[src/rtl/delay_element_pkg.sv]
// delay_element shared types and limits.
// Imported by the interface, stage and top.
package delay_element_pkg;

  localparam int DATA_W    = 32;
  localparam int MAX_DEPTH = 64;

  typedef logic [0:DATA_W-1] sample_t;

endpackage

[src/rtl/delay_element_if.sv]
// Sample bus for delay_element: d/en in, q out.
// primed exists only with DELAY_ELEMENT_PRIMED_EN.
interface delay_element_if
  import delay_element_pkg::*;
#(
  parameter int WIDTH = DATA_W
);

  logic               en;
  logic [0:WIDTH-1]   d;
  logic [0:WIDTH-1]   q;
`ifdef DELAY_ELEMENT_PRIMED_EN
  logic               primed;

  modport master (
    output en,
    output d,
    input  q,
    input  primed
  );

  modport slave (
    input  en,
    input  d,
    output q,
    output primed
  );
`else
  modport master (
    output en,
    output d,
    input  q
  );

  modport slave (
    input  en,
    input  d,
    output q
  );
`endif

endinterface

[src/rtl/delay_element_stage.sv]
// delay_stage: one WIDTH-bit register with
// sync reset and shift enable.
module delay_stage #(
  parameter int WIDTH = 32
) (
  input  logic             clk,
  input  logic             rst,
  input  logic             en,
  input  logic [0:WIDTH-1] d,
  output logic [0:WIDTH-1] q
);

  logic [0:WIDTH-1] r = '0;

  // capture d on enabled edges, clear on reset
  always_ff @(posedge clk) begin
    if (rst)
      r <= '0;
    else if (en)
      r <= d;
  end

  assign q = r;

endmodule

[src/rtl/delay_element.sv]
// delay_element: DEPTH-stage z^-k delay line.
// Optional primed flag: DELAY_ELEMENT_PRIMED_EN.
module delay_element
  import delay_element_pkg::*;
#(
  parameter int WIDTH = DATA_W,
  parameter int DEPTH = 1
) (
  input  logic            clk,
  input  logic            rst,
  delay_element_if.slave  io
);

  if (DEPTH < 1 || DEPTH > MAX_DEPTH) begin : g_bad_depth
    $error("delay_element: DEPTH out of range");
  end
  if (WIDTH < 1) begin : g_bad_width
    $error("delay_element: WIDTH must be >= 1");
  end

  logic [0:WIDTH-1] din [DEPTH];
  logic [0:WIDTH-1] s   [DEPTH];

  assign din[0] = io.d;

  for (genvar k = 0; k < DEPTH; k++) begin : g_stage
    if (k > 0) begin : g_link
      assign din[k] = s[k-1];
    end
    delay_stage #(
      .WIDTH (WIDTH)
    ) u_stage (
      .clk (clk),
      .rst (rst),
      .en  (io.en),
      .d   (din[k]),
      .q   (s[k])
    );
  end

  assign io.q = s[DEPTH-1];

`ifdef DELAY_ELEMENT_PRIMED_EN
  localparam int CW = $clog2(DEPTH + 1);
  localparam logic [CW-1:0] FULL = CW'(DEPTH);

  logic [CW-1:0] cnt = '0;

  // count enabled shifts since reset, saturating at DEPTH
  always_ff @(posedge clk) begin
    if (rst)
      cnt <= '0;
    else if (io.en && cnt != FULL)
      cnt <= cnt + CW'(1);
  end

  assign io.primed = (cnt == FULL);
`endif

endmodule

[src/flat_wrapper.sv]
// flat-port wrapper written by rule: the top's interface ports become plain ports
module delay_element_flat import delay_element_pkg::*;
#(
  parameter int WIDTH = DATA_W,
  parameter int DEPTH = 1
)
  (clk, rst, io_en, io_d, io_q);
  delay_element_if #(.WIDTH(WIDTH)) io_i ();
  input  logic clk;
  input  logic rst;
  input wire logic [$bits(io_i.en)-1:0] io_en;
  input wire logic [$bits(io_i.d)-1:0] io_d;
  output wire logic [$bits(io_i.q)-1:0] io_q;
  assign io_i.en = io_en;
  assign io_i.d = io_d;
  assign io_q = io_i.q;
  delay_element #(.WIDTH(WIDTH), .DEPTH(DEPTH)) u_core (.clk(clk), .rst(rst), .io(io_i));
endmodule
[config.mk]
export PLATFORM = sky130hd
export DESIGN_NAME = delay_element_flat
export DESIGN_NICKNAME = d
export VERILOG_FILES = /design/src/rtl/delay_element_pkg.sv /design/src/rtl/delay_element_if.sv /design/src/rtl/delay_element_stage.sv /design/src/rtl/delay_element.sv /design/src/flat_wrapper.sv
export SDC_FILE = /design/constraint.sdc
export NUM_CORES = 1
export LEC_CHECK = 0
export BUFFER_PORTS_ARGS = -buffer_cell sky130_fd_sc_hd__clkbuf_2
export CAP_MARGIN = 20
export CELL_PAD_IN_SITES_DETAIL_PLACEMENT = 1
export CELL_PAD_IN_SITES_GLOBAL_PLACEMENT = 1
export CORE_MARGIN = 2
export CORE_UTILIZATION = 33
export CTS_CLUSTER_SIZE = 24
export DETAILED_ROUTE_END_ITERATION = 8
export PLACE_DENSITY_LB_ADDON = 0.15
export SETUP_SLACK_MARGIN = 0.02
export SLEW_MARGIN = 10
export SYNTH_ARGS = -nofsm -noshare
export SYNTH_HDL_FRONTEND = slang
export SYNTH_SLANG_ARGS = --single-unit
[constraint.sdc]
create_clock -name clk -period 1.2 [get_ports clk]
set_input_delay 0.12 -clock clk [delete_from_list [all_inputs] [get_ports clk]]
set_output_delay 0.12 -clock clk [all_outputs]
set_load 0.02 [all_outputs]
==> metrics.md <==
| Metric | Value |
|---|---|
| Setup TNS | `0 ns` |
| Endpoints failing setup | `0` |
| Max reg flops | `32` |
| Pre-CTS setup slack | `0.3026 ns` |
| CTS clock-pin slew for the worst setup and hold paths | `0.10 ns` |
| Layout Area Growth over Synthesis | `37.63%` |
| FF+latch count, synth | `32` |
| Post-synthesis cell type count | `6` |
| Placed Area | `1496 sq um` |
| Routed WL | `2603 um` |
| CTS tree | `built` |
| Fin nets | `207` |
| Hold Startpoint | `io_d[31]` |
| FF-to-FF setup slack | `0.56 ns` |
| Worst hold path class | `in2reg` |
| Die area | `4017 sq um` |
| Slowest CP cell | `dfxtp_1` |
| M1 GR Usage | `15.16%` |
| Crit. End Element | `output pin` |
| Slew @ Worst Pin | `0.3117 ns` |
| Mux share of post-synthesis cell area | `27.53%` |
| Final period util | `82.46%` |
| DR DRC count | `0` |
| Synthesized area per cell | `11.30 sq um` |
| RSZ-0062 raised after global routing | `false` |
| Syn Inst Count | `103` |
| Final setup margin | `0.2105 ns` |
| RD Place Congestion | `approximately 0.63` |
| Die height | `between 60 and 70 um` |
| Worst relative slew slack | `79.22%` |
| Post-Synth Adder-Cell Area | `0%` |
| CP max FO | `2` |
| GRT overflow | `0` |
| Worst Setup Path Type | `reg2out` |
| Later-pin clock latency in the skew report | `~0.33 ns` |
| Peak supply drop | `0.8459 mV` |
| CP peak stage delay | `0.36 ns` |
| Min-Delay Endpoint | `u_core.g_stage[0].u_stage.q[0]` |
| Via count | `between 900 and 1000` |
| GRT Total Usage | `between 10% and 20%` |
| Final hold vios | `0` |
| Slew Limit Fails | `0` |
| Design Area, Final | `about 1600 sq um` |
| Depth of the CTS H-tree | `2` |
| Die X | `63.38 um` |
| ANT cells | `0` |
| Post-synth net total | `~140` |
| Skew final | `0 ns` |
| Layout cells sized above 1 | `43.93%` |
| Largest net degree at the start of global routing | `33` |
| Ys Warns | `0` |
| Status | `completed` |
| Initial core utilization | `34.60%` |
| TritonRoute pass-1 iters | `4` |
| Worst path cell trace | `clkbuf_2` |
| Post-CTS Setup Repair Bufs | `0` |
| Crit path arrival time | `0.87 ns` |
| Synth Area in XOR/XNOR | `0%` |
| Cells on worst reg2reg path | `2` |
| Global routing usage on met2 | `24.61%` |
| Post-DR wirelength/cell | `between 10 and 15 um` |
| Site Rows | `21` |
| Placeable Area | `3363 sq um` |
| Met3 Usage GRT | `6.429%` |
| Post-layout util | `47.62%` |
| Root buf cell | `clkbuf_4` |
| Antenna-violating nets left | `0` |
| Starting DRT DRC Count | `22` |
| Clock Sink Count | `32` |
| Number of global-route vias before repair | `991` |
| Ports | `67` |
| DR vias/cell | `4.397` |
| Initial antenna violation count | `0` |
| Sequential fraction of the synthesis area | `55.05%` |
| Largest family of logic cells by synthesized area | `multiplexers` |
| Hold path depth | `3` |
| Simple-gate share of the synthesized area | `around a tenth` |
| PortBufs | `66` |
| Tmin final | `0.9895 ns` |
| Post-Syn Area | `between 1000 and 1500 sq um` |
| Max Cap Viol | `0` |
| Compound-Gate Fraction of Synth Area | `0%` |
| Fmax | `1.011 GHz` |
| Startpoint Class | `register` |
| CTS buffer count | `5` |
| Reg2reg end | `u_core.g_stage[0].u_stage.q[14]` |
| Worst Path Buf+Inv | `1` |
| Largest delay share family, worst path | `flip-flops` |
| First-pass GRT wire length | `4429 um` |
| PD cells | `1512 nW/um^2` |
| Pleak | `0.8660 nW` |
| Worst path required time | `1.08 ns` |
| Global route hottest layer | `met2` |
| CTS Buffer Depth | `2` |
| Detail Placement HPWL | `1904 um` |
| Worst reg2reg path startpoint | `u_core.g_stage[0].u_stage.q[14]` |
kinds of logic after synthesis:
group                  Yosys count
muxes                           32
buffers and inverters            7
and+or+nand+nor                 32
DFF                             32
final cells by class:
| cell class | count | area (sq um) |
|---|---|---|
| multi-input combinational | 64 | 440.4 |
| clock buffer | 7 | 65.06 |
| tap | 46 | 57.56 |
| sequential | 32 | 640.6 |
| clock inverter | 1 | 30.03 |
| timing repair buffer | 69 | 367.9 |
| fill | 421 | 1762 |
cell usage after synthesis:
| library cell | instances | area, sq um |
|---|---|---|
| buf_12 | 3 | 60.06 |
| clkbuf_1 | 3 | 11.26 |
| nor2_1 | 32 | 120.1 |
| dfxtp_1 | 32 | 640.6 |
| buf_6 | 1 | 11.26 |
| mux2i_1 | 32 | 320.3 |
cells in the final DEF (no fill, tap or decap):
| master | netlist | final |
|---|---|---|
| buf_12 | 3 | 1 |
| buf_4 | 0 | 1 |
| clkbuf_2 | 0 | 66 |
| clkbuf_4 | 0 | 5 |
| dlygate4sd3_1 | 0 | 1 |
| mux2i_1 | 32 | 32 |
| clkbuf_8 | 0 | 2 |
| bufinv_16 | 0 | 1 |
| nor2_1 | 32 | 32 |
| dfxtp_1 | 32 | 32 |
worst max-delay path by stage:
stage,to,slack (ns),cells past startpoint,startpoint
global route,io_q[15],0.14,1,u_core.g_stage[0].u_stage.q[16]
finish,io_q[30],0.21,1,u_core.g_stage[0].u_stage.q[1]
floorplan,u_core.g_stage[0].u_stage.q[0],0.49,4,io_en
global placement,u_core.g_stage[0].u_stage.q[18],0.34,4,io_en
detailed placement,u_core.g_stage[0].u_stage.q[14],0.30,4,io_en
CTS,io_q[17],0.17,1,u_core.g_stage[0].u_stage.q[14]
where the power goes:
group	internal, mW	switching (mW)	total [mW]	leakage [nW]
clock network	0.553	0.367	0.920	0.0515
logic	0.152	0.191	0.343	0.550
registers	1.13	0.0325	1.16	0.264
layer usage:
metal | part of all wire, % | wire length [um] | vias up
met1 | 39 | 1026 | 447
li1 | - | - | 473
met4 | 2.1 | 55 | 0
met3 | 9.0 | 234 | 6
met2 | 49 | 1286 | 37
met5 | 0 | 0 | -
through the flow:
step,hold WS (ns),cells,total power [mW]
floorplan,0.1924,103,1.404
global placement,0.3554,210,1.519
detailed placement,0.3694,210,1.530
CTS,0.0002618,219,2.476
global route,0.01046,219,2.571
finish,0.01584,219,2.421
timing repair:
action / 4_1_cts / 5_1_grt
endpoints found under the hold margin: 1 / 0
hold buffers: 1 / 0
gates resized for setup: 0 / 0
Note: power is estimated with default switching activity, not from simulation.
